**config.mk**
```make
export PLATFORM = sky130hd
export DESIGN_NAME = mem_port_arbiter
export DESIGN_NICKNAME = d
export VERILOG_FILES = /design/src/rtl/mem_port_arbiter.sv
export SDC_FILE = /design/constraint.sdc
export NUM_CORES = 1
export LEC_CHECK = 0
export BUFFER_PORTS_ARGS = -buffer_cell sky130_fd_sc_hd__clkbuf_2
export CAP_MARGIN = 5
export CORE_MARGIN = 2
export CORE_UTILIZATION = 50
export DETAILED_ROUTE_END_ITERATION = 12
export GPL_ROUTABILITY_DRIVEN = 0
export PLACE_DENSITY = 0.88
export REMOVE_ABC_BUFFERS = 1
export SYNTH_ARGS = -nofsm -noshare
export SYNTH_HDL_FRONTEND = slang
export SYNTH_SLANG_ARGS = --single-unit
```
**constraint.sdc**
```tcl
create_clock -name clk_i -period 3.22 [get_ports clk_i]
set_input_delay 0.322 -clock clk_i [delete_from_list [all_inputs] [get_ports clk_i]]
set_output_delay 0.322 -clock clk_i [all_outputs]
set_load 0.005 [all_outputs]
```
**src/rtl/mem_port_arbiter.sv**
```systemverilog
// mem_port_arbiter: round-robin fetch/data arbiter for a single-ported memory with pipeline freeze, watchdog and optional MEM_ARB_PERF_CNT_EN perf counters
module mem_port_arbiter #(
  parameter int ADDR_W = 32,
  parameter int DATA_W = 32,
  parameter int TIMEOUT_CYC = 255
) (
  input  logic              clk_i,
  input  logic              rst_i,
  input  logic              if_req_i,
  input  logic [ADDR_W-1:0] if_addr_i,
  output logic [DATA_W-1:0] if_data_o,
  output logic              if_ack_o,
  input  logic              dm_req_i,
  input  logic              dm_we_i,
  input  logic [ADDR_W-1:0] dm_addr_i,
  input  logic [DATA_W-1:0] dm_wdata_i,
  output logic [DATA_W-1:0] dm_rdata_o,
  output logic              dm_ack_o,
  output logic              mem_req_o,
  output logic              mem_we_o,
  output logic [ADDR_W-1:0] mem_addr_o,
  output logic [DATA_W-1:0] mem_wdata_o,
  input  logic [DATA_W-1:0] mem_rdata_i,
  input  logic              mem_ack_i,
  output logic              pc_o,
  output logic              if_id_o,
  output logic              stall_o,
  output logic              err_o
`ifdef MEM_ARB_PERF_CNT_EN
  ,
  output logic [31:0]       fetch_stall_cnt_o,
  output logic [31:0]       data_stall_cnt_o,
  output logic [31:0]       grant_cnt_o
`endif
);
  localparam int WD_W = TIMEOUT_CYC > 0 ? $clog2(TIMEOUT_CYC + 1) : 1;
  typedef enum logic [1:0] {IDLE, FETCH, DATA} state_t;
  state_t state;
  logic last_data;
  logic pick_data;
  logic grant;
  logic timeout;
  logic fetch_wait;
  logic data_wait;
  logic [WD_W-1:0] wd_cnt;
  always_comb begin
    fetch_wait = if_req_i & ~if_ack_o;
    data_wait = dm_req_i & ~dm_ack_o;
    stall_o = ~rst_i & data_wait;
    pc_o = rst_i | ~(fetch_wait | data_wait);
    if_id_o = pc_o;
    pick_data = dm_req_i & (~if_req_i | ~last_data);
    grant = (state == IDLE) & ~if_ack_o & ~dm_ack_o & (if_req_i | dm_req_i);
    timeout = (TIMEOUT_CYC > 0) && (wd_cnt == WD_W'(TIMEOUT_CYC - 1));
  end
  always_ff @(posedge clk_i) begin
    if (rst_i) begin
      state <= IDLE;
      last_data <= 1'b0;
      mem_req_o <= 1'b0;
      mem_we_o <= 1'b0;
      mem_addr_o <= '0;
      mem_wdata_o <= '0;
      if_ack_o <= 1'b0;
      dm_ack_o <= 1'b0;
      if_data_o <= '0;
      dm_rdata_o <= '0;
      err_o <= 1'b0;
      wd_cnt <= '0;
    end else begin
      if_ack_o <= 1'b0;
      dm_ack_o <= 1'b0;
      if (grant) begin
        state <= pick_data ? DATA : FETCH;
        last_data <= pick_data;
        mem_req_o <= 1'b1;
        mem_we_o <= pick_data & dm_we_i;
        mem_addr_o <= pick_data ? dm_addr_i : if_addr_i;
        mem_wdata_o <= pick_data ? dm_wdata_i : '0;
        wd_cnt <= '0;
      end else if (state != IDLE && (mem_ack_i || timeout)) begin
        state <= IDLE;
        mem_req_o <= 1'b0;
        if_ack_o <= state == FETCH;
        dm_ack_o <= state == DATA;
        if (state == FETCH)
          if_data_o <= mem_ack_i ? mem_rdata_i : '0;
        else if (!mem_ack_i || !mem_we_o)
          dm_rdata_o <= mem_ack_i ? mem_rdata_i : '0;
        if (!mem_ack_i) begin
          err_o <= 1'b1;
          wd_cnt <= wd_cnt + 1'b1;
        end
      end else if (state != IDLE && TIMEOUT_CYC > 0) begin
        wd_cnt <= wd_cnt + 1'b1;
      end
    end
  end
`ifdef MEM_ARB_PERF_CNT_EN
  always_ff @(posedge clk_i) begin
    if (rst_i) begin
      fetch_stall_cnt_o <= '0;
      data_stall_cnt_o <= '0;
      grant_cnt_o <= '0;
    end else begin
      if (fetch_wait && ~&fetch_stall_cnt_o) fetch_stall_cnt_o <= fetch_stall_cnt_o + 1'b1;
      if (data_wait && ~&data_stall_cnt_o) data_stall_cnt_o <= data_stall_cnt_o + 1'b1;
      if (grant && ~&grant_cnt_o) grant_cnt_o <= grant_cnt_o + 1'b1;
    end
  end
`endif
endmodule

```
Word level (Yosys, flattened, before mapping)
Index checks and enable logic that the tools add are counted.

word-level totals
  flip-flop bits (word level) = 144
  bits in latches = 0
  RAM bits = 0
  ROM bits = 0
  bits of input ports = 134
  output and inout port bits = 136
  word-level logic and storage cells = 65
  memories = 0

cells by class
  add/subtract/negate cells = 1
  multipliers = 0
  divide/modulo/power cells = 0
  magnitude comparators = 0
  eq/ne operators = 4
  shift operators = 0
  muxes and demuxes = 11
  bitwise operators = 22
  reduce and logical (&&, ||, !) cells = 15

operators by type and width
  cell                                            number
  two-way mux 32 bit                              3
  two-way mux 8 bit                               3
  NOT 1 bit                                       10
  adder 8 x 1 -> 8 bit (second input constant)    1
  bitwise AND 1 bit                               8
  == test 8 bit (second input constant)           1
  two-way mux 2 bit                               3
  AND reduction 3 bit                             2
  nonzero test 2 bit                              3
  OR 1 bit                                        4
  AND reduction 4 bit                             1
  OR reduction 3 bit                              1
  == test 2 x 1 -> 1 bit (second input constant)  1
  == test 2 bit (second input constant)           1
  logical NOT 1 bit                               2
  logical NOT 2 bit                               1
  logical OR 1 bit                                2
  two-way mux 1 bit                               2
  inequality test 2 bit (second input constant)   1
  AND reduction 2 bit                             1
  OR reduction 2 bit                              1
  logical AND 1 bit                               1

Logic depth before layout (Yosys ltp)
Gate-level depths: netlist (run 1).

  depth in word-level cells = 6
  depth in mapped cells = 8
  mapped depth without buffers = 5

Least setup slack after synthesis (run 1)
OpenSTA, ideal clock, no wires.

  path kind = register to register
  start point = register wd_cnt[0]
  end point = register if_data_o[24]
  library setup time = 91 ps
  data arrival time = 1627 ps
  required time = 3129 ps
  path slack = 1502 ps
  stages on the path, launching flop included = 9
  buffers on the path = 3
  clock period less this slack = 1718 ps
  cell sequence = dfxtp_1 inv_1 ha_1 and3_1 a21o_1 clkbuf_1 buf_2 buf_1 a311oi_1

on the way
  word-level cells in the longest chain between the ends = 4

ends and longest elaborated chain
  element                        line  source
  start, declared                45    logic [WD_W-1:0] wd_cnt;
  start signal, assigned         92    wd_cnt <= wd_cnt + 1'b1;
  start signal, assigned         95    wd_cnt <= wd_cnt + 1'b1;
  == test 8 bit                  54    timeout = (TIMEOUT_CYC > 0) && (wd_cnt == WD_W'(TIMEOUT_CYC - 1));
  logical OR 1 bit               81    end else if (state != IDLE && (mem_ack_i || timeout)) begin
  logical AND 1 bit              81
  AND reduction 3 bit (no line)  --
  end signal, assigned           87    if_data_o <= mem_ack_i ? mem_rdata_i : '0;
  end, declared                  11    output logic [DATA_W-1:0] if_data_o,

No other way between the ends.
A chain may end at the register's enable or synchronous reset.

Final worst setup path (run 1)
  start point = register wd_cnt[1]
  end point = register if_data_o[15]

Same word-level chain as after synthesis.

==> metrics.log, run 1 <==
[metrics] run status: finished, final reports clean
[metrics] EDFF count, synth: 0
[metrics] top post-synthesis cells by area: dfxtp_1, a311oi_1, a31oi_1
[metrics] post-route core utilization: 0.696
[metrics] number of cell rows: 38
[metrics] post-synthesis sequential area ratio: 0.515
[metrics] Synth Cell Area: 5600 um2
[metrics] WL per Instance: 19.3 um
[metrics] fraction of power consumed by the clock network: 0.428
[metrics] total via count after detailed routing: 5728
[metrics] vias in the first global route: approximately 5300
[metrics] I/O pin count: between 200 and 300
[metrics] Hold Fails Final Rpt: 0
[metrics] number of vias per cell after detailed routing: 6.18
[metrics] pin count of the biggest net entering global routing: 97
[metrics] Die ar.: 12100 um2
[metrics] total power: 4690 uW
[metrics] remaining global-route overflow: 0
[metrics] share of final-layout standard cells stronger than drive strength 1: 0.405
[metrics] Core Footprint: 10900 um2
[metrics] global-route wire length before repair: 26600 um
[metrics] layout overhead on the synthesized area: 35.2%
[metrics] Int Power: 3480 uW
[metrics] maximum ir drop on the vdd rail: 0.000431 V
[metrics] fraction of power consumed by combinational cells: 0.147
[metrics] Finish-stage setup viols: 0
[metrics] power density relative to cell area: 619 nW/um2
[metrics] count of antenna-violating nets left after detailed routing: 0
[metrics] # hold bufs at CTS: 4
[metrics] global-route usage over all layers: 0.282
[metrics] TritonCTS clock tree: yes
[metrics] RSZ-0062 raised after global routing: no
[metrics] Root Buffer: clkbuf_8
[metrics] final HPWL from detailed placement: 11800 um
[metrics] height of the die: 110 um
[metrics] count of input and output buffers: between 200 and 300
[metrics] switching pwr: 1210 uW
[metrics] initial antenna violation count: 0
[metrics] number of instances resized during post-cts repair: 0
[metrics] signal arrival time at the worst endpoint: 2.52 ns
[metrics] post-synthesis async set-or-reset flop share: 0
[metrics] average cell area after synthesis: 10.4 um2
[metrics] clock transition at the registers of the reported paths: 0.06 ns
[metrics] share of total power in sequential cells: 0.425
[metrics] post-synth top area cell: dfxtp_1
[metrics] max-capacitance violation count: 0
[metrics] synth unique cells: 40
[metrics] DRC Markers: 0
[metrics] number of synthesis warnings: 0
[metrics] cell type of the slowest stage on the worst timing path: a21o_2
[metrics] Worst Tran Pin Value: 1.26 ns
[metrics] total detailed-routing wirelength: 17900 um
[metrics] fraction of synthesized cell area taken by the top area cell type: 0.515
[metrics] count of fill cells added during filler insertion: roughly 800
[metrics] worst reg2reg setup slack: between 1 and 1.5 ns
[metrics] nature of the critical path endpoint: flip-flop
[metrics] Setup Skew: 0.00557 ns
[metrics] most common library cells after synthesis: dfxtp_1, a31oi_1, a311oi_1, clkbuf_1, nand2_1
[metrics] peak fanout along the critical path: 69
[metrics] Starting Density: 0.515
[metrics] most instantiated library cell after synthesis: dfxtp_1
[metrics] Post-CTS Repair Setup Buffers: 0
[metrics] P_leak: 0.00323 uW
[metrics] cell breakdown of the critical path: ha_1 > and3_1 > a21o_2 > a311oi_1
[metrics] Max-slew headroom: 0.163
[metrics] number of clock sinks: between 100 and 150
[metrics] cell total after placement: 890
[metrics] max incr delay on CP: 0.97 ns
[metrics] width of the chip: 110 um
[metrics] Setup CP Type: reg -> reg
[metrics] kind of launch point of the worst setup path: flip-flop
[metrics] clock latency of the later-clocked register in the worst-skew pair: 0.53 ns
[metrics] class of the most critical hold timing path: in -> reg
[metrics] Cell Count, Final, Fillers Out: 927
[metrics] switching fraction of total power: 0.259
[metrics] Max Buffers Root-to-Sink: 2
[metrics] max-slew violations: 0
[metrics] Inserted Clock Buffers: 17
[metrics] share of the clock period used by the worst path after layout: 0.683
[metrics] Max Clk Rate: between 400 and 500 MHz
[metrics] minimum clock period: 2.20 ns
[metrics] nets@finish: between 900 and 1000
[metrics] length of the first detailed-routing pass in iterations: 6
[metrics] commonest register cell after synthesis: dfxtp_1
[metrics] register bit total from synthesis: 144
[metrics] Gate Count Post-Synth: 540
[metrics] number of DRC violations after detailed-routing iteration 0: 512
[metrics] H-Tree Level Count: 4
[metrics] critical path required time: 3.54 ns
layer usage:
layer  vias up  GRT usage  part of all wire
met4         0      0.138             0.032
met1      2725      0.338              0.40
met3        49     0.0759             0.073
met5         -          0                 0
met2       287      0.464              0.50
li1       2667          -                 -
stage by stage:
stage,hold slack [ns],instance area (um2),worst slack [ns],setup TNS [ns]
floorplan,0.394,5300,-1.32,-73.77
global placement,0.462,6930,1.25,0
detailed placement,0.462,6930,1.12,0
CTS,0.000268,7570,1.10,0
global route,0.00295,7570,0.881,0
finish,0.0125,7580,1.02,0
critical path, delay by kind of cell (launching register included):
family                   cells  cell delay [ns]
AND/OR/NAND/NOR              1             0.17
adder cells (fa/ha/maj)      1             0.18
flip-flops                   1             0.42
AO/OA/AOI/OAI                2             1.20
cell usage in the layout (no fill, tap or decap), types with 3 or more instances in the layout:
cell type / count
clkbuf_2: 269
dfxtp_1: 144
a31oi_1: 65
a311oi_1: 64
nand2_1: 35
a22o_1: 33
nor4b_1: 32
a221o_1: 32
clkbuf_16: 16
buf_4: 10
nor2_1: 8
a21oi_1: 7
nand2b_1: 4
or4_1: 4
o21ai_0: 4
clkinv_2: 4
bufinv_16: 4
dlygate4sd3_1: 4
o21bai_1: 3
o31ai_1: 3
a211oi_1: 3
clkinvlp_4: 3
clkbuf_1: 3
cells by family after synthesis:
kind of cell	share of synthesized area
multiplexers	0.00179
buffers and inverters	0.0561
flip-flops	0.515
adder cells (fa/ha/maj)	0.00447
AND/OR/NAND/NOR	0.112
XOR/XNOR	0.00156
AO/OA/AOI/OAI	0.310
registers in the layout (all words and copies together), names as in the netlist:
register     flops
wd_cnt           8
if_data_o       32
mem_we_o         1
mem_addr_o      32
if_ack_o         1
dm_ack_o         1
mem_req_o        1
err_o            1
state            2
dm_rdata_o      32
last_data        1
mem_wdata_o     32
layout make-up:
type	instances	area, um2	share of cell area
Antenna cell	1	2.50	0.000330
Clock buffer	21	439	0.0580
Clock inverter	11	163	0.0215
Inverter	2	7.51	0.000991
Multi-Input combinational cell	325	2450	0.323
Sequential cell	144	2880	0.380
Tap cell	140	175	0.0231
Timing Repair Buffer	283	1460	0.193
final timing paths:
check,from,cells past startpoint,end
worst max-delay path,wd_cnt[1],4,if_data_o[15]
worst min-delay path,dm_we_i,2,mem_we_o
worst max register to register,wd_cnt[1],4,if_data_o[15]
worst min register to register,mem_wdata_o[6],1,mem_wdata_o[6]
power by group through the flow:
stage	Combinational (uW)	Sequential, uW	Clock [uW]
after CTS	681	1990	2020
final	691	1990	2010
after detailed placement	672	2030	0
after floorplan	302	2020	0
after global placement	644	2020	0
after global routing	744	2010	2090
(Power assumes the default switching activity.)
==> run 2: changes to the inputs <==
--- a/config.mk
+++ b/config.mk
@@ -8,10 +8,10 @@
 export BUFFER_PORTS_ARGS = -buffer_cell sky130_fd_sc_hd__clkbuf_2
 export CAP_MARGIN = 5
 export CORE_MARGIN = 2
-export CORE_UTILIZATION = 50
+export CORE_UTILIZATION = 46
 export DETAILED_ROUTE_END_ITERATION = 12
 export GPL_ROUTABILITY_DRIVEN = 0
-export PLACE_DENSITY = 0.88
+export PLACE_DENSITY = 0.82
 export REMOVE_ABC_BUFFERS = 1
 export SYNTH_ARGS = -nofsm -noshare
 export SYNTH_HDL_FRONTEND = slang
==> constraint.sdc (replaced) <==
create_clock -name clk_i -period 2.2 [get_ports clk_i]
set_input_delay 0.22 -clock clk_i [delete_from_list [all_inputs] [get_ports clk_i]]
set_output_delay 0.22 -clock clk_i [all_outputs]
set_load 0.005 [all_outputs]
==> metrics.log, run 2 (synthesized netlist as in run 1, its figures left out) <==
[metrics] run status: finished, final reports clean
[metrics] number of cell rows: 40 (+5.3%)
[metrics] maximum ir drop on the vdd rail: 0.000438 V (+1.8%)
[metrics] number of instances resized during post-cts repair: 0 (unchanged)
[metrics] Setup Skew: 0.00507 ns (-0.000498 ns)
[metrics] Finish-stage setup viols: 0 (unchanged)
[metrics] instance area after placement: 7010 um2 (+1.1%)
[metrics] post-route worst hold slack: 0.0237 ns (+0.0112 ns)
[metrics] share of final-layout standard cells stronger than drive strength 1: 0.411 (+0.00636)
[metrics] total detailed-routing wirelength: 17200 um (-3.8%)
[metrics] nature of the critical path endpoint: flip-flop
[metrics] RSZ-0062 raised after global routing: no
[metrics] count of buffer and inverter cells on the critical path: 1 (+1)
[metrics] nets@finish: 909 (unchanged)
[metrics] cell type of the slowest stage on the worst timing path: or4_1
[metrics] layout overhead on the synthesized area: 37.0%
[metrics] cell depth of the worst hold path: 2 (unchanged)
[metrics] clock latency of the later-clocked register in the worst-skew pair: 0.41 ns (-0.12 ns)
[metrics] DRC Markers: 0 (unchanged)
[metrics] width of the chip: 114 um (+4.1%)
[metrics] final HPWL from detailed placement: 11700 um (-1.4%)
[metrics] power density relative to cell area: 920 nW/um2 (+49%)
[metrics] peak fanout along the critical path: 35 (-49%)
[metrics] Max-slew headroom: 0.513 (+0.351)
[metrics] Worst Tran Pin Value: 0.730 ns (-0.526 ns)
[metrics] Hold Fails Final Rpt: 0 (unchanged)
[metrics] critical path required time: 2.55 ns (-0.99 ns)
[metrics] number of clock sinks: 144 (unchanged)
[metrics] kind of launch point of the worst setup path: flip-flop
[metrics] Crit path max-delay family: simple AND/OR/NAND/NOR gates
[metrics] footprint of the multi-input gates: 2450 um2 (unchanged)
[metrics] cell breakdown of the critical path: or4_1 > buf_4 > nor4b_1 > a221o_1
[metrics] design area: 7680 um2 (+1.3%)
[metrics] depth of the worst register-to-register path: 4 (unchanged)
[metrics] count of fill cells added during filler insertion: 952 (+18%)
[metrics] minimum clock period: 1.94 ns (-0.259 ns)
[metrics] most common cell after layout, fill and taps aside: clkbuf_2
[metrics] P_leak: 0.00328 uW (+1.4%)
[metrics] pin count of the biggest net entering global routing: 82 (-15%)
[metrics] global-route wire length before repair: 26400 um (-0.49%)
[metrics] worst reg2reg setup slack: 0.26 ns (-0.76 ns)
[metrics] vias in the first global route: 5334 (+1.2%)
[metrics] Post-CTS Repair Setup Buffers: 0 (unchanged)
[metrics] TritonCTS clock tree: yes
[metrics] I/O pin count: 270 (unchanged)
[metrics] initial antenna violation count: 0 (unchanged)
[metrics] global-route usage over all layers: 0.254 (-0.0276)
[metrics] remaining global-route overflow: 0 (unchanged)
[metrics] max-slew violations: 0 (unchanged)
[metrics] max incr delay on CP: 0.62 ns (-0.35 ns)
[metrics] WL per Instance: 18.5 um (-4.4%)
[metrics] Max Buffers Root-to-Sink: 2 (unchanged)
[metrics] count of antenna-violating nets left after detailed routing: 0 (unchanged)
[metrics] clock transition at the registers of the reported paths: 0.06 ns (about the same)
[metrics] length of the first detailed-routing pass in iterations: 5 (-1)
[metrics] height of the die: 114 um (+4.1%)
[metrics] total area of sequential cells: 2880 um2 (unchanged)
[metrics] Inserted Clock Buffers: 17 (unchanged)
[metrics] class of the most critical hold timing path: in -> reg
[metrics] Max Clk Rate: 516 MHz (+13%)
[metrics] number of DRC violations after detailed-routing iteration 0: 473 (-7.6%)
[metrics] max-capacitance violation count: 0 (unchanged)
[metrics] Min-Delay Startpoint: dm_wdata_i[6]
[metrics] Root Buffer: clkbuf_16
[metrics] count of input and output buffers: 269 (unchanged)
[metrics] share of the clock period used by the worst path after layout: 0.882 (+0.199)
[metrics] Die ar.: 13100 um2 (+8.4%)
[metrics] Ant. Diodes: 0 (-1)
[metrics] R2R Path Start: state[1]
[metrics] Starting Density: 0.468 (-0.0462)
[metrics] Worst Hold End: mem_wdata_o[6]
[metrics] H-Tree Level Count: 4 (unchanged)
[metrics] Core Footprint: 12000 um2 (+9.9%)
[metrics] leading cell types in the layout, fill and taps excluded: clkbuf_2, dfxtp_1, a31oi_1
[metrics] total via count after detailed routing: 5738 (+0.17%)
[metrics] signal arrival time at the worst endpoint: 2.29 ns (-0.23 ns)
[metrics] number of vias per cell after detailed routing: 6.15 (-0.47%)
[metrics] reg2reg end: mem_addr_o[11]
[metrics] Setup CP Type: reg -> reg
run 2: cell type report:
type | count | area share
clock buffers | 22 | 0.0644
clock inverters | 10 | 0.0202
inverters | 2 | 0.000978
multi-input cells | 325 | 0.319
flip-flops and latches | 144 | 0.376
well taps | 147 | 0.0240
repair buffers | 283 | 0.196
run 2: worst max-delay path by stage:
stage                    from             end  slack [ns]  cells past startpoint
floorplan            state[1]   dm_rdata_o[0]       -2.34                      3
global route        wd_cnt[0]   dm_rdata_o[4]        0.17                      6
finish               state[1]  mem_addr_o[11]        0.26                      4
CTS                  state[1]  mem_addr_o[24]        0.25                      4
detailed placement  wd_cnt[0]   dm_rdata_o[0]        0.32                      6
global placement     state[1]  mem_addr_o[12]        0.42                      4
run 2: timing repair:
action / in CTS / in global routing
setup endpoints to repair: 0 / 0
hold buffers: 2 / 0
hold endpoints to repair: 2 / 0
run 2: stage by stage:
stage | total power, uW | util | setup TNS (ns) | setup WS, ns | instances
2_1_floorplan | 3410 | - | -204.48 | -2.34 | 471
3_3_place_gp | 3930 | 0.586 | 0 | 0.415 | 899
3_5_place_dp | 3990 | 0.586 | 0 | 0.324 | 899
4_1_cts | 7090 | 0.642 | 0 | 0.254 | 933
5_1_grt | 7320 | 0.642 | 0 | 0.170 | 933
6_report | 7060 | 0.642 | 0 | 0.260 | 933
run 2: power by group:
| group | internal [uW] | total, uW | switching [uW] |
|---|---|---|---|
| logic | 454 | 1040 | 584 |
| registers | 2800 | 2910 | 115 |
| clock network | 2040 | 3110 | 1070 |
| total | 5290 | 7060 | 1770 |
run 2: metal layers:
metal | track usage | routed length [um] | vias to the layer above | share of wire
li1 | - | - | 2660 | -
met4 | 0.115 | 392 | 0 | 0.023
met1 | 0.305 | 6920 | 2763 | 0.40
met5 | 0 | 0 | - | 0
met3 | 0.0757 | 1470 | 38 | 0.085
met2 | 0.420 | 8450 | 277 | 0.49
==> run 3: changes to the inputs <==
--- a/config.mk
+++ b/config.mk
@@ -8,10 +8,10 @@
 export BUFFER_PORTS_ARGS = -buffer_cell sky130_fd_sc_hd__clkbuf_2
 export CAP_MARGIN = 5
 export CORE_MARGIN = 2
-export CORE_UTILIZATION = 46
+export CORE_UTILIZATION = 35
 export DETAILED_ROUTE_END_ITERATION = 12
 export GPL_ROUTABILITY_DRIVEN = 0
-export PLACE_DENSITY = 0.82
+export PLACE_DENSITY = 0.65
 export REMOVE_ABC_BUFFERS = 1
 export SYNTH_ARGS = -nofsm -noshare
 export SYNTH_HDL_FRONTEND = slang
==> metrics.log, run 3 (synthesized netlist as in run 1, its figures left out) <==
[metrics] routed wl met3: 1040 um (-29%)
[metrics] critical path required time: 2.56 ns (about the same)
[metrics] max-capacitance violation count: 0 (unchanged)
[metrics] number of DRC violations after detailed-routing iteration 0: 321 (-32%)
[metrics] max incr delay on CP: 0.59 ns (-0.03 ns)
[metrics] number of vias per cell after detailed routing: 5.49 (-11%)
[metrics] maximum ir drop on the vdd rail: 0.000501 V (+14%)
[metrics] post-route core utilization: 0.497 (-0.145)
[metrics] TritonCTS clock tree: yes
[metrics] M1 WL: 7530 um (+8.9%)
[metrics] Fin Setup TNS: 0 ns (unchanged)
[metrics] RSZ-0062 raised after global routing: no
[metrics] total power: 6840 uW (-3.2%)
[metrics] Max Buffers Root-to-Sink: 2 (unchanged)
[metrics] Die ar.: 17000 um2 (+30%)
[metrics] count of fill cells added during filler insertion: 1537 (+61%)
[metrics] Hold Fails Final Rpt: 0 (unchanged)
[metrics] pin count of the biggest net entering global routing: 97 (+18%)
[metrics] length of the first detailed-routing pass in iterations: 5 (unchanged)
[metrics] count of buffer and inverter cells on the critical path: 1 (unchanged)
[metrics] initial antenna violation count: 0 (unchanged)
[metrics] kind of launch point of the worst setup path: flip-flop
[metrics] clock transition at the registers of the reported paths: 0.07 ns (about the same)
[metrics] DRC Markers: 0 (unchanged)
[metrics] Ant. Diodes: 0 (unchanged)
[metrics] count of antenna-violating nets left after detailed routing: 0 (unchanged)
[metrics] final HPWL from detailed placement: 11700 um (+0.32%)
[metrics] global-route usage over all layers: 0.197 (-0.0574)
[metrics] cell type of the slowest stage on the worst timing path: or4_1
[metrics] nets@finish: 919 (+1.1%)
[metrics] I/O pin count: 270 (unchanged)
[metrics] WL per Instance: 17.2 um (-6.6%)
[metrics] layout overhead on the synthesized area: 39.8%
[metrics] Core Footprint: 15800 um2 (+32%)
[metrics] share of the clock period used by the worst path after layout: 0.818 (-0.0639)
[metrics] height of the die: 131 um (+14%)
[metrics] Setup CP Type: reg -> reg
[metrics] number of clock sinks: 144 (unchanged)
[metrics] H-Tree Level Count: 4 (unchanged)
[metrics] Root Buffer: clkbuf_16
[metrics] share of final-layout standard cells stronger than drive strength 1: 0.410 (-0.00139)
[metrics] width of the chip: 131 um (+14%)
[metrics] most common cell after layout, fill and taps aside: clkbuf_2
[metrics] total detailed-routing wirelength: 17400 um (+1.3%)
[metrics] run status: finished, final reports clean
[metrics] remaining global-route overflow: 0 (unchanged)
[metrics] nature of the critical path endpoint: flip-flop
[metrics] leading cell types in the layout, fill and taps excluded: clkbuf_2, dfxtp_1, a31oi_1
[metrics] Setup Skew: 0.0129 ns (+0.00778 ns)
[metrics] Finish-stage setup viols: 0 (unchanged)
[metrics] Max-slew headroom: 0.542 (+0.0284)
[metrics] count of input and output buffers: 269 (unchanged)
[metrics] Post-CTS Repair Setup Buffers: 0 (unchanged)
[metrics] class of the most critical hold timing path: in -> reg
[metrics] Max Clk Rate: 556 MHz (+7.8%)
[metrics] Crit path max-delay family: simple AND/OR/NAND/NOR gates
[metrics] minimum clock period: 1.80 ns (-0.141 ns)
[metrics] P_leak: 0.00330 uW (+0.75%)
[metrics] max-slew violations: 0 (unchanged)
[metrics] clock latency of the later-clocked register in the worst-skew pair: 0.42 ns (about the same)
[metrics] power density relative to cell area: 873 nW/um2 (-5.1%)
[metrics] Worst Tran Pin Value: 0.686 ns (-0.0441 ns)
[metrics] total via count after detailed routing: 5552 (-3.2%)
[metrics] number of cell rows: 46 (+15%)
[metrics] signal arrival time at the worst endpoint: 2.16 ns (-0.13 ns)
[metrics] DR top layer: met4
[metrics] Starting Density: 0.355 (-0.113)
[metrics] peak fanout along the critical path: 35 (unchanged)
[metrics] wire length on met2: 8410 um (-0.46%)
[metrics] global-route wire length before repair: 26400 um (-0.16%)
[metrics] vias in the first global route: 4956 (-7.1%)
[metrics] number of instances resized during post-cts repair: 0 (unchanged)
[metrics] cell breakdown of the critical path: or4_1 > buf_4 > nor4b_1 > a221o_1
[metrics] Inserted Clock Buffers: 17 (unchanged)
[run 3: cell types whose count changed in the layout (fill, tap and decap cells not counted), sizes merged]
| cell | delta |
|---|---|
| clkbuf | -6 |
| bufinv | -3 |
| dlygate4sd3 | +7 |
| clkinv | +2 |
| buf | +4 |
| inv | +6 |
[run 3: power breakdown]
part,total (uW),switching (uW),leakage [uW],internal (uW)
clock,2870,1250,0.000287,1620
sequential,2900,107,0.00117,2790
combinational,1060,591,0.00184,473
total,6840,1950,0.00330,4890
[run 3: through the flow]
step,hold WS (ns),worst slack (ns),area (um2),instances
3_3_place_gp,0.430,0.469,7140,971
6_report,0.0163,0.401,7830,1012
5_1_grt,0.00183,0.283,7830,1012
2_1_floorplan,0.292,-2.34,5300,471
3_5_place_dp,0.434,0.400,7140,971
4_1_cts,0.000424,0.407,7810,1010
[run 3: final timing paths]
check / slack [ns] / start / to / cells after the start
max reg2reg: 0.40 / state[0] / mem_addr_o[31] / 4
min reg2reg: 0.48 / mem_wdata_o[6] / mem_wdata_o[6] / 1
min: 0.02 / dm_wdata_i[4] / mem_wdata_o[4] / 2
max: 0.40 / state[0] / mem_addr_o[31] / 4
[run 3: per-layer routing]
layer / up-vias / track usage
met4: 0 / 0.0826
met3: 34 / 0.0590
met2: 179 / 0.303
met5: - / 0
met1: 2647 / 0.257
li1: 2692 / -
[run 3: layout make-up]
cell class              count  area, um2  share of cell area
flip-flops and latches    144       2880               0.368
multi-input cells         325       2450               0.312
repair buffers            293       1620               0.207
clock buffers              17        425              0.0543
well taps                 216        270              0.0345
clock inverters            15        175              0.0224
inverters                   2       7.51            0.000959
[run 3: worst reg2reg max path: stages (launching register included)]
cell and delay [ns]:
dfxtp_1 0.38, or4_1 0.59, buf_4 0.29, nor4b_1 0.35, a221o_1 0.15
[run 3: what timing repair did]
item                                    CTS  global route
endpoints found under the hold margin     7             2
endpoints found under the setup margin    0             0
hold buffers                              7             2
